==> src/rtl/ic_fill_ctrl_pkg.sv <==
// rtl/ic_fill_ctrl_pkg.sv - shared i-cache fill constants and state encoding
package ic_fill_ctrl_pkg;

   localparam int IC_LINE_W   = 256;
   localparam int IC_BUS_W    = 32;
   localparam int IC_BEATS    = IC_LINE_W / IC_BUS_W;
   localparam int IC_BEAT_W   = $clog2(IC_BEATS);
   localparam int IC_OFFSET_W = 5;

   typedef enum logic [2:0] {
      ST_IDLE  = 3'd0,
      ST_REQ   = 3'd1,
      ST_BURST = 3'd2,
      ST_DRAIN = 3'd3,
      ST_ACK   = 3'd4
   } ic_state_e;

endpackage

==> src/rtl/ic_fill_ctrl_if.sv <==
// rtl/ic_fill_ctrl_if.sv - memory read bus between the fill engine and memory
interface ic_fill_ctrl_if;
   import ic_fill_ctrl_pkg::*;

   logic                bus_req;
   logic                bus_gnt;
   logic [31:0]         bus_addr;
   logic [IC_BUS_W-1:0] bus_rdata;
   logic                bus_rvalid;

   modport master (
      output bus_req,
      output bus_addr,
      input  bus_gnt,
      input  bus_rdata,
      input  bus_rvalid
   );

   modport slave (
      input  bus_req,
      input  bus_addr,
      output bus_gnt,
      output bus_rdata,
      output bus_rvalid
   );

endinterface

==> src/rtl/ic_fill_ctrl_fill_line_buf.sv <==
// rtl/ic_fill_ctrl_fill_line_buf.sv - beat-addressed line register bank
module fill_line_buf #(
   parameter int BUS_W = 32,
   parameter int BEATS = 8,
   parameter int CNT_W = $clog2(BEATS)
) (
   input  logic                   clk,
   input  logic                   rst_n,
   input  logic                   wr_i,
   input  logic [CNT_W-1:0]       beat_i,
   input  logic [BUS_W-1:0]       wdata_i,
   output logic [BEATS*BUS_W-1:0] line_o
);

   logic [BEATS-1:0] we;

   always_comb begin
      we         = '0;
      we[beat_i] = wr_i;
   end

   for (genvar g = 0; g < BEATS; g++) begin : g_word
      logic [BUS_W-1:0] word_q;

      always_ff @(posedge clk or negedge rst_n) begin
         if (!rst_n) begin
            word_q <= '0;
         end else if (we[g]) begin
            word_q <= wdata_i;
         end
      end

      assign line_o[g*BUS_W +: BUS_W] = word_q;
   end

endmodule

==> src/rtl/ic_fill_ctrl.sv <==
// rtl/ic_fill_ctrl.sv - i-cache miss/fill engine: bus request, beat collection, fill ack
module ic_fill_ctrl
   import ic_fill_ctrl_pkg::*;
#(
   parameter int LINE_W = IC_LINE_W,
   parameter int BUS_W  = IC_BUS_W
) (
   input  logic                  clk,
   input  logic                  rst_n,
   input  logic                  ic_miss,
   input  logic [31:0]           ic_miss_addr,
   input  logic                  ic_flush,
   ic_fill_ctrl_if.master        bus,
   output logic [LINE_W-1:0]     ic_fill_data,
   output logic                  ic_miss_ack,
   output logic                  busy
);

   localparam int BEATS = LINE_W / BUS_W;
   localparam int CNT_W = $clog2(BEATS);

   ic_state_e        state_q, state_d;
   logic [CNT_W-1:0] beat_cnt_q, beat_cnt_d;
   logic [31:0]      addr_q, addr_d;
   logic             last_beat;
   logic             beat_wr;

   assign last_beat = bus.bus_rvalid && (beat_cnt_q == CNT_W'(BEATS - 1));

   always_ff @(posedge clk or negedge rst_n) begin
      if (!rst_n) begin
         state_q    <= ST_IDLE;
         beat_cnt_q <= '0;
         addr_q     <= '0;
      end else begin
         state_q    <= state_d;
         beat_cnt_q <= beat_cnt_d;
         addr_q     <= addr_d;
      end
   end

   always_comb begin
      state_d    = state_q;
      beat_cnt_d = beat_cnt_q;
      addr_d     = addr_q;
      beat_wr    = 1'b0;
      unique case (state_q)
         ST_IDLE: begin
            if (ic_miss && !ic_flush) begin
               state_d    = ST_REQ;
               addr_d     = ic_miss_addr;
               beat_cnt_d = '0;
            end
         end
         ST_REQ: begin
            // Once granted the bus burst is owned and must be drained even if flushed.
            if (bus.bus_gnt) begin
               state_d = ic_flush ? ST_DRAIN : ST_BURST;
            end else if (ic_flush) begin
               state_d = ST_IDLE;
            end
         end
         ST_BURST: begin
            beat_wr = bus.bus_rvalid;
            if (bus.bus_rvalid) begin
               beat_cnt_d = beat_cnt_q + 1'b1;
            end
            if (last_beat) begin
               state_d = ic_flush ? ST_IDLE : ST_ACK;
            end else if (ic_flush) begin
               state_d = ST_DRAIN;
            end
         end
         ST_DRAIN: begin
            beat_wr = bus.bus_rvalid;
            if (bus.bus_rvalid) begin
               beat_cnt_d = beat_cnt_q + 1'b1;
            end
            if (last_beat) begin
               state_d = ST_IDLE;
            end
         end
         ST_ACK: begin
            state_d = ST_IDLE;
         end
         default: begin
            state_d = ST_IDLE;
         end
      endcase
   end

   assign bus.bus_req  = (state_q == ST_REQ) || (state_q == ST_BURST) || (state_q == ST_DRAIN);
   assign bus.bus_addr = addr_q;
   assign ic_miss_ack  = (state_q == ST_ACK);
   assign busy         = (state_q != ST_IDLE);

   fill_line_buf #(
      .BUS_W (BUS_W),
      .BEATS (BEATS),
      .CNT_W (CNT_W)
   ) u_line_buf (
      .clk     (clk),
      .rst_n   (rst_n),
      .wr_i    (beat_wr),
      .beat_i  (beat_cnt_q),
      .wdata_i (bus.bus_rdata),
      .line_o  (ic_fill_data)
   );

endmodule
==> src/flat_wrapper.sv <==
// flat-port wrapper written by rule: the top's interface ports become plain ports
module ic_fill_ctrl_flat import ic_fill_ctrl_pkg::*;
#(
   parameter int LINE_W = IC_LINE_W,
   parameter int BUS_W  = IC_BUS_W
)
  (clk, rst_n, ic_miss, ic_miss_addr, ic_flush, ic_fill_data, ic_miss_ack, busy, bus_bus_req, bus_bus_addr, bus_bus_gnt, bus_bus_rdata, bus_bus_rvalid);
  ic_fill_ctrl_if bus_i ();
  input  logic clk;
  input  logic rst_n;
  input  logic ic_miss;
  input  logic [31:0] ic_miss_addr;
  input  logic ic_flush;
  output logic [LINE_W-1:0] ic_fill_data;
  output logic ic_miss_ack;
  output logic busy;
  output wire logic [$bits(bus_i.bus_req)-1:0] bus_bus_req;
  output wire logic [$bits(bus_i.bus_addr)-1:0] bus_bus_addr;
  input wire logic [$bits(bus_i.bus_gnt)-1:0] bus_bus_gnt;
  input wire logic [$bits(bus_i.bus_rdata)-1:0] bus_bus_rdata;
  input wire logic [$bits(bus_i.bus_rvalid)-1:0] bus_bus_rvalid;
  assign bus_bus_req = bus_i.bus_req;
  assign bus_bus_addr = bus_i.bus_addr;
  assign bus_i.bus_gnt = bus_bus_gnt;
  assign bus_i.bus_rdata = bus_bus_rdata;
  assign bus_i.bus_rvalid = bus_bus_rvalid;
  ic_fill_ctrl #(.LINE_W(LINE_W), .BUS_W(BUS_W)) u_core (.clk(clk), .rst_n(rst_n), .ic_miss(ic_miss), .ic_miss_addr(ic_miss_addr), .ic_flush(ic_flush), .bus(bus_i), .ic_fill_data(ic_fill_data), .ic_miss_ack(ic_miss_ack), .busy(busy));
endmodule
==> config.mk <==
export PLATFORM = sky130hd
export DESIGN_NAME = ic_fill_ctrl_flat
export DESIGN_NICKNAME = d
export VERILOG_FILES = /design/src/rtl/ic_fill_ctrl_pkg.sv /design/src/rtl/ic_fill_ctrl_if.sv /design/src/rtl/ic_fill_ctrl_fill_line_buf.sv /design/src/rtl/ic_fill_ctrl.sv /design/src/flat_wrapper.sv
export SDC_FILE = /design/constraint.sdc
export NUM_CORES = 1
export LEC_CHECK = 0
export CORE_MARGIN = 8
export CORE_UTILIZATION = 45
export CTS_BUF_LIST = sky130_fd_sc_hd__clkbuf_2
export DETAILED_ROUTE_END_ITERATION = 8
export PLACE_DENSITY = 0.79
export SYNTH_ARGS = -nofsm -noshare
export SYNTH_HDL_FRONTEND = slang
export SYNTH_SLANG_ARGS = --single-unit
==> constraint.sdc <==
create_clock -name clk -period 3.99 [get_ports clk]
set_clock_uncertainty 0.15 [all_clocks]
set_input_delay 0.399 -clock clk [delete_from_list [all_inputs] [get_ports clk]]
set_output_delay 0.399 -clock clk [all_outputs]
set_load 0.01 [all_outputs]
## After elaboration in Yosys (flattened, before gate mapping)

Index checks and enable logic that the tools add are counted.

| storage, ports and cells | value |
|---|---|
| register bits | 294 |
| bits in latches | 0 |
| RAM bits | 0 |
| ROM bits | 0 |
| input port bits | 70 |
| output and inout port bits | 291 |
| logic and storage cells | 53 |
| memories | 0 |

| cells by class | value |
|---|---|
| $add $sub $neg | 1 |
| $mul | 0 |
| div/mod/pow operators | 0 |
| magnitude comparators | 2 |
| eq/ne operators | 10 |
| shifts and indexed selects | 0 |
| mux-type cells | 15 |
| bitwise operators | 1 |
| reductions and logical operators | 13 |

Operators by type and width:

| cell | number |
|---|---|
| $mux 3 | 9 |
| $pmux 3 s4 | 1 |
| $and 8x8->8 | 1 |
| $eq 3x2->1 const B | 2 |
| $eq 3x3->1 const B | 2 |
| $ne 2x1->1 const B | 3 |
| $pmux 3 s2 | 1 |
| $lt 3x4->1 const B | 1 |
| $reduce_and 4->1 | 1 |
| $add 3x1->3 const B | 1 |
| $demux 1 s3 | 1 |
| $eq 3x1->1 const B | 1 |
| $ge 3x1->1 const B | 1 |
| $logic_and 1x1->1 | 3 |
| $logic_not 3->1 | 1 |
| $mux 1 | 3 |
| $ne 3x2->1 const B | 1 |
| $ne 3x3->1 const B | 1 |
| $reduce_and 3->1 | 1 |
| $reduce_bool 3->1 | 1 |
| $logic_or 1x1->1 | 2 |
| $reduce_and 2->1 | 1 |
| $reduce_bool 2->1 | 1 |
| $reduce_or 2->1 | 1 |
| $logic_not 1->1 | 1 |

## Longest topological paths before layout

Gate-level depths: netlist (run 1).

| depth | value |
|---|---|
| depth in word-level cells | 5 |
| depth in mapped cells | 6 |
| gate-level depth less buffers | 5 |

## Hierarchy

From an unflattened synthesis (run 1), not the netlist that was laid out.

| unflattened totals | value |
|---|---|
| cell total of the unflattened synthesis | 650 |
| area total of the unflattened synthesis | 11,289.6 um2 |

Modules (own cells, without submodules):

| module | times used | cells each | area an instance (um2) | sequential area each (um2) |
|---|---|---|---|---|
| fill_line_buf | 1 | 551 | 9,616.7 | 6,406.1 |
| ic_fill_ctrl | 1 | 99 | 1,672.9 | 950.9 |

## Worst setup path before layout (run 1)

Ideal clock, no wire load.

| timing path | value |
|---|---|
| path kind | reg2reg |
| start point | reg u_core.beat_cnt_q[0] |
| end point | reg u_core.state_q[0] |
| setup time | 94 ps |
| arrival time | 1,453 ps |
| data required time | 3,746 ps |
| path slack | 2,293 ps |
| cell stages (with the launch flop) | 6 |
| buffers on the path | 0 |
| clock period less this slack | 1,697 ps |
| cells stage by stage | dfrtp_1 -> ha_1 -> ha_1 -> a211oi_1 -> o22ai_1 -> a211oi_1 |

| between the ends | value |
|---|---|
| cells in the longest elaborated chain, start to end | 4 |
| elaborated cells between the ends (all ways) | 7 |
| classes of those cells | eq/ne: 3; mux: 2; reduce/logical: 2 |

Ends and longest elaborated chain:

| what | line | RTL |
|---|---|---|
| start: declaration | ic_fill_ctrl.sv:23 | `logic [CNT_W-1:0] beat_cnt_q, beat_cnt_d;` |
| start signal: assignment | ic_fill_ctrl.sv:37 | `beat_cnt_q <= beat_cnt_d;` |
| $eq 3x3->1 (*) | ic_fill_ctrl.sv:28 | `assign last_beat = bus.bus_rvalid && (beat_cnt_q == CNT_W'(BEATS - 1));` |
| $logic_and 1x1->1 (*) | ic_fill_ctrl.sv:28 |  |
| $ne 3x2->1 (no source line), or another cell as far along | -- |  |
| $reduce_and 4->1 (no source line) / $pmux 3 s4 (equally long branches) | -- |  |
| end signal: assignment | ic_fill_ctrl.sv:36 | `state_q <= state_d;` |
| end: declaration | ic_fill_ctrl.sv:22 | `ic_state_e state_q, state_d;` |

Mark *: on every way between the ends. The rest lies on a longest branch, timed or not.
A chain may end at the register's enable or synchronous reset.

## Worst setup path in the final report (run 1)

| timing path | value |
|---|---|
| start point | reg u_core.state_q[0] |
| end point | out busy |

| between the ends | value |
|---|---|
| cells in the longest elaborated chain, start to end | 1 |

Ends and longest elaborated chain:

| what | line | RTL |
|---|---|---|
| $reduce_bool 3->1 | ic_fill_ctrl.sv:95 | `assign busy = (state_q != ST_IDLE);` |
| end: declaration | flat_wrapper.sv:16 | `output logic busy;` |

Every way passes these cells.

==> impl_metrics.env, run 1 <==
export IMPL_run_status="finished clean"
export IMPL_cts_tree="done"
export IMPL_wirelength_um=31400
export IMPL_overflow=0
export IMPL_drt_iter0_drc=293
export IMPL_synth_distinct_cells=24
export IMPL_cts_max_level=3
export IMPL_hold_viol=0
export IMPL_n_fill_cell=1729
export IMPL_synthTopCellsByArea="dfrtp_1, mux2_2, buf_2, nand2_1, mux2_1"
export IMPL_die_y_um=172
export IMPL_syn_area_per_cell_um2=16.8
export IMPL_rsz0062_at_grt="false"
export IMPL_wire_per_inst_um=21.2
export IMPL_synth_top_family_by_area="multiplexers"
export IMPL_slew_headroom=0.258
export IMPL_dp_final_hpwl_um=21200
export IMPL_r2r_start="u_core.state_q[2]"
export IMPL_vdd_drop_max_v=0.000412
export IMPL_grt_pass1_wl_um=48300
export IMPL_drt_pass1_iterations=4
export IMPL_fin_ws_ps=1230
export IMPL_cap_violations=0
export IMPL_coreArea_um2=24200
export IMPL_finalSetupTns_ps=0
export IMPL_min_delay_path_class="in -> reg"
export IMPL_multiInputGateArea_um2=3520
export IMPL_root_buffer="clkbuf_2"
export IMPL_vias=7357
export IMPL_layout_drive_gt1_share=0.370
export IMPL_slew_viol_final=0
export IMPL_cts_buffer_depth=3
export IMPL_cp_slowest_cell="clkdlybuf4s50_1"
export IMPL_worstMarginPinSlew_ps=1110
export IMPL_syn_to_final_growth_pct=45.2
export IMPL_final_nets=1176
export IMPL_crit_arrival_ps=2210
export IMPL_synthesis_area_um2=11000
export IMPL_r2r_setup_slack_ps=1560
export IMPL_ys_seq_area_frac=0.669
export IMPL_synth_xor_area_frac=0
export IMPL_hold_end="u_core.bus.bus_addr[15]"
export IMPL_num_rows=57
export IMPL_cts_setup_buffers=0
export IMPL_final_common_cell="clkdlybuf4s50_1"
export IMPL_numCtsBuffers=78
export IMPL_fin_crit_sh=0.692
export IMPL_die_area_um2=29700
export IMPL_syn_num_nets=727
export IMPL_synth_compound_area_share=0.00523
export IMPL_synthMuxAreaShare=0.295
export IMPL_post_route_util=0.660
export IMPL_portBuffers=360
export IMPL_grt_max_degree=122
export IMPL_fin_worst_hold_slack_ps=112
export IMPL_power_leakage_nw=7.09
export IMPL_synthCells=655
export IMPL_grt_pass1_vias=8329
export IMPL_synth_fa_ha_area_frac=0.00228
export IMPL_stdcell_count=1481
export IMPL_min_path_cells=2
export IMPL_slowest_delay_ps=550
export IMPL_end_kind="primary output"
export IMPL_yosysTopAreaCell="dfrtp_1"
export IMPL_io_pins=361
export IMPL_clk_pin_slew_ps=100
export IMPL_worstPathMaxFanout=7
export IMPL_ys_warn_count=0
export IMPL_p_per_area_nw_per_um2=842
export IMPL_synth_seq_cells=294
export IMPL_worstSkewPairLatency_ps=770
export IMPL_drt_vias_per_instance=4.97
export IMPL_r2r_end="u_core.u_line_buf.g_word[5].word_q[25]"
export IMPL_crit_chain="or3_1 > clkdlybuf4s50_1"
export IMPL_yosys_area_share_simple=0.0150
export IMPL_setup_violations=0
export IMPL_required_ps=3440
export IMPL_reg2reg_depth=3
export IMPL_ant_nets=0
export IMPL_drc=0
export IMPL_antenna_found_initial=1
export IMPL_regArea_um2=7360
export IMPL_min_from="ic_miss_addr[15]"
export IMPL_gr_usage_all_layers=0.213
export IMPL_cts_sinks=294
export IMPL_max_freq_mhz=362
export IMPL_pre_cts_slack_ps=1120
export IMPL_path_class="reg -> out"
export IMPL_layout_common_cells="clkdlybuf4s50_1, dfrtp_1, mux2_2"
export IMPL_cp_start_kind="flop"
export IMPL_gp_congestion=0.740
export IMPL_period_minus_slack_ps=2760
export IMPL_fp_dieW_um=172
export IMPL_dp_cells=1319
export IMPL_initial_core_util=0.455
export IMPL_yosysTopAreaCellShare=0.669
-- what timing repair did --
action | CTS | global route
endpoints found under the hold margin | 146 | 0
endpoints found under the setup margin | 0 | 0
resized for setup | 0 | 0
hold buffers | 29 | 0
-- synthesized netlist by cell type --
| cell type | instances |
|---|---|
| dfrtp_1 | 294 |
| mux2_2 | 285 |
| buf_2 | 28 |
| nand2_1 | 9 |
| nor2_1 | 8 |
| mux2_1 | 3 |
| nand3_1 | 3 |
| nand3b_1 | 3 |
| a211oi_1 | 2 |
| a21oi_1 | 2 |
| and3_1 | 2 |
| ha_1 | 2 |
| inv_1 | 2 |
| o21ai_0 | 2 |
| a31o_2 | 1 |
| and2_1 | 1 |
| nand2_2 | 1 |
| nand3_2 | 1 |
| nor3_1 | 1 |
| nor3_2 | 1 |
| nor3b_1 | 1 |
| o22ai_1 | 1 |
| o31ai_1 | 1 |
| or3_1 | 1 |
-- logic make-up (layout without fill, tap and decap cells) --
family	Yosys count	in the layout
compound gates	9	9
fa+ha+maj	2	2
buf+inv	30	531
flops	294	294
mux	288	288
other cells	0	1
simple gates	32	32
-- worst max-delay path: cells and delay by family, from the launching register on --
| kind | cells | cell delay (ps) |
|---|---|---|
| flops | 1 | 460 |
| buf+inv | 1 | 550 |
| simple gates | 1 | 430 |
-- layout make-up --
class	instances	area share
antenna	1	0.000157
clock buffer	115	0.0360
clock inverter	17	0.00541
inverter	2	0.000470
multi-input combinational	331	0.221
sequential	294	0.461
tap	324	0.0254
timing repair buffer	397	0.251
-- metrics by stage --
step           area (µm²)  power, W
2_1_floorplan       11000   0.00767
3_3_place_gp        15000    0.0114
3_5_place_dp        15000    0.0116
4_1_cts             16000    0.0136
5_1_grt             16000    0.0143
6_report            16000    0.0134
-- sequential cells by signal, summed over array words and instances, names as in the netlist --
name and cells:
u_core.bus.bus_addr 32, u_core.state_q 3, u_core.beat_cnt_q 3, u_core.u_line_buf.g_word.word_q 256
-- where the power goes --
part           total, W  switching, W  leakage (nW)  internal (W)
registers       0.00525      0.000792          3.60       0.00446
logic           0.00620       0.00239          2.97       0.00381
clock network   0.00199       0.00122         0.513      0.000770
total            0.0134       0.00440          7.09       0.00904
-- worst max path at each step --
stage                               from  slack [ps]  cells after the start                                endpoint
detailed placement        bus_bus_rvalid        1120                      5  u_core.u_line_buf.g_word[6].word_q[24]
global route           u_core.state_q[2]        1080                      2                                    busy
finish                 u_core.state_q[0]        1230                      2                                    busy
global placement          bus_bus_rvalid        1220                      6  u_core.u_line_buf.g_word[2].word_q[30]
floorplan           u_core.beat_cnt_q[0]        2290                      5                       u_core.state_q[0]
CTS                    u_core.state_q[2]        1160                      2                                    busy
-- layer usage --
metal  global-route usage  share of wire  vias to the layer above
li1                     -              -                     3271
met1                0.239           0.37                     3741
met2                0.356           0.50                      291
met3               0.0932           0.10                       54
met4               0.0761          0.025                        0
met5                    0              0                        -
Power figures use the tool's default switching activity.
==> run 2, diff against run 1 <==
==> constraint.sdc (replaced) <==
create_clock -name clk -period 2.75 [get_ports clk]
set_clock_uncertainty 0.15 [all_clocks]
set_input_delay 0.275 -clock clk [delete_from_list [all_inputs] [get_ports clk]]
set_output_delay 0.275 -clock clk [all_outputs]
set_load 0.01 [all_outputs]
==> impl_metrics.env, run 2 (synthesized netlist as in run 1, its figures left out) <==
export IMPL_largest_register="u_core.u_line_buf.g_word.word_q"
export IMPL_crit_arrival_ps=2170
export IMPL_pre_cts_slack_ps=309
export IMPL_worstPathMaxFanout=7
export IMPL_gp_congestion=0.730
export IMPL_worstSkewPairLatency_ps=790
export IMPL_drc=0
export IMPL_layout_common_cells="clkdlybuf4s50_1, dfrtp_1, mux2_2"
export IMPL_run_status="finished clean"
export IMPL_initial_core_util=0.455
export IMPL_wl_met2_um=16200
export IMPL_path_class="reg -> out"
export IMPL_power_leakage_nw=7.16
export IMPL_route_met3_wl_um=3230
export IMPL_clk_pin_slew_ps=100
export IMPL_coreArea_um2=24200
export IMPL_io_pins=361
export IMPL_vdd_drop_max_v=0.000609
export IMPL_grt_pass1_vias=8359
export IMPL_fin_ws_ps=159
export IMPL_overflow=0
export IMPL_num_rows=57
export IMPL_portBuffers=360
export IMPL_dp_final_hpwl_um=21600
export IMPL_cap_violations=0
export IMPL_largest_reg_flops=256
export IMPL_grt_max_degree=80
export IMPL_p_per_area_nw_per_um2=1210
export IMPL_cp_slowest_cell="clkdlybuf4s50_1"
export IMPL_vias=7397
export IMPL_wl_met1_um=11600
export IMPL_worst_path_dominant_cell_family="buffers and inverters"
export IMPL_top_layer_used="met4"
export IMPL_numCtsBuffers=77
export IMPL_cts_setup_buffers=0
export IMPL_drt_iter0_drc=303
export IMPL_die_y_um=172
export IMPL_required_ps=2330
export IMPL_drt_pass1_iterations=4
export IMPL_multiInputGateArea_um2=3520
export IMPL_final_nets=1198
export IMPL_hold_viol=0
export IMPL_cts_sinks=294
export IMPL_slew_headroom=0.432
export IMPL_n_fill_cell=1759
export IMPL_root_buffer="clkbuf_2"
export IMPL_final_common_cell="clkdlybuf4s50_1"
export IMPL_layout_drive_gt1_share=0.370
export IMPL_cp_start_kind="flop"
export IMPL_grt_pass1_wl_um=48200
export IMPL_crit_chain="or3_1 > clkdlybuf4s50_1"
export IMPL_end_kind="primary output"
export IMPL_antenna_found_initial=2
export IMPL_worstMarginPinSlew_ps=851
export IMPL_gr_usage_all_layers=0.215
export IMPL_die_area_um2=29700
export IMPL_cts_max_level=3
export IMPL_wirelength_um=31800
export IMPL_wire_per_inst_um=21.3
export IMPL_max_freq_mhz=386
export IMPL_period_minus_slack_ps=2590
export IMPL_drt_vias_per_instance=4.96
export IMPL_syn_to_final_growth_pct=46.6
export IMPL_setup_violations=0
export IMPL_slowest_delay_ps=510
export IMPL_slew_viol_final=0
export IMPL_min_delay_path_class="in -> reg"
export IMPL_fin_crit_sh=0.942
export IMPL_ant_nets=0
export IMPL_postLayoutCellArea_um2=16100
export IMPL_cts_buffer_depth=3
export IMPL_crit_buf_inv=1
export IMPL_cts_tree="done"
export IMPL_fp_dieW_um=172
export IMPL_place_area_um2=15100
export IMPL_regArea_um2=7360
==> run 2: report_power, final <==
| part | switching, W | total [W] | internal [W] |
|---|---|---|---|
| registers | 0.00115 | 0.00762 | 0.00647 |
| clock network | 0.00166 | 0.00277 | 0.00112 |
| logic | 0.00350 | 0.00907 | 0.00557 |
| total | 0.00631 | 0.0195 | 0.0132 |
==> run 2: final cells by class <==
cell class	instances	area share
sequential	294	0.457
timing repair buffer	420	0.261
multi-input combinational	331	0.219
clock buffer	108	0.0335
tap	324	0.0252
clock inverter	9	0.00396
antenna	4	0.000621
inverter	2	0.000466
==> run 2: per-stage QoR <==
| stage | hold slack [ps] | std cells | power (W) | TNS [ps] | utilization |
|---|---|---|---|---|---|
| 6_report | 137 | 1492 | 0.0195 | 0 | 0.667 |
| 5_1_grt | 49.6 | 1490 | 0.0206 | -5.62 | 0.666 |
| 4_1_cts | 51.7 | 1488 | 0.0197 | 0 | 0.666 |
| 3_5_place_dp | 165 | 1333 | 0.0168 | 0 | 0.625 |
| 3_3_place_gp | 162 | 1333 | 0.0165 | 0 | 0.625 |
| 2_1_floorplan | -171 | 655 | 0.0111 | 0 | - |
==> run 2: final timing paths <==
| path | start | endpoint | slack, ps | cells after the start |
|---|---|---|---|---|
| max | u_core.state_q[0] | busy | 160 | 2 |
| min | bus_bus_rdata[10] | u_core.u_line_buf.g_word[7].word_q[10] | 140 | 2 |
| max reg2reg | u_core.beat_cnt_q[0] | u_core.state_q[0] | 240 | 6 |
| min reg2reg | u_core.u_line_buf.g_word[3].word_q[6] | u_core.u_line_buf.g_word[3].word_q[6] | 350 | 1 |
| max in group asynchronous | rst_n | u_core.u_line_buf.g_word[7].word_q[1] | 1110 | 4 |
| min in group asynchronous | rst_n | u_core.bus.bus_addr[17] | 430 | 3 |
==> run 2: layer usage <==
| metal | GRT usage | vias to the layer above |
|---|---|---|
| met5 | 0 | - |
| met4 | 0.0780 | 0 |
| met3 | 0.0961 | 42 |
| met2 | 0.367 | 281 |
| met1 | 0.232 | 3759 |
| li1 | - | 3315 |
==> run 2: what timing repair did <==
action,in CTS,in global routing
hold buffers,38,0
resized for setup,0,1
setup endpoints to repair,0,1
endpoints found under the hold margin,329,0
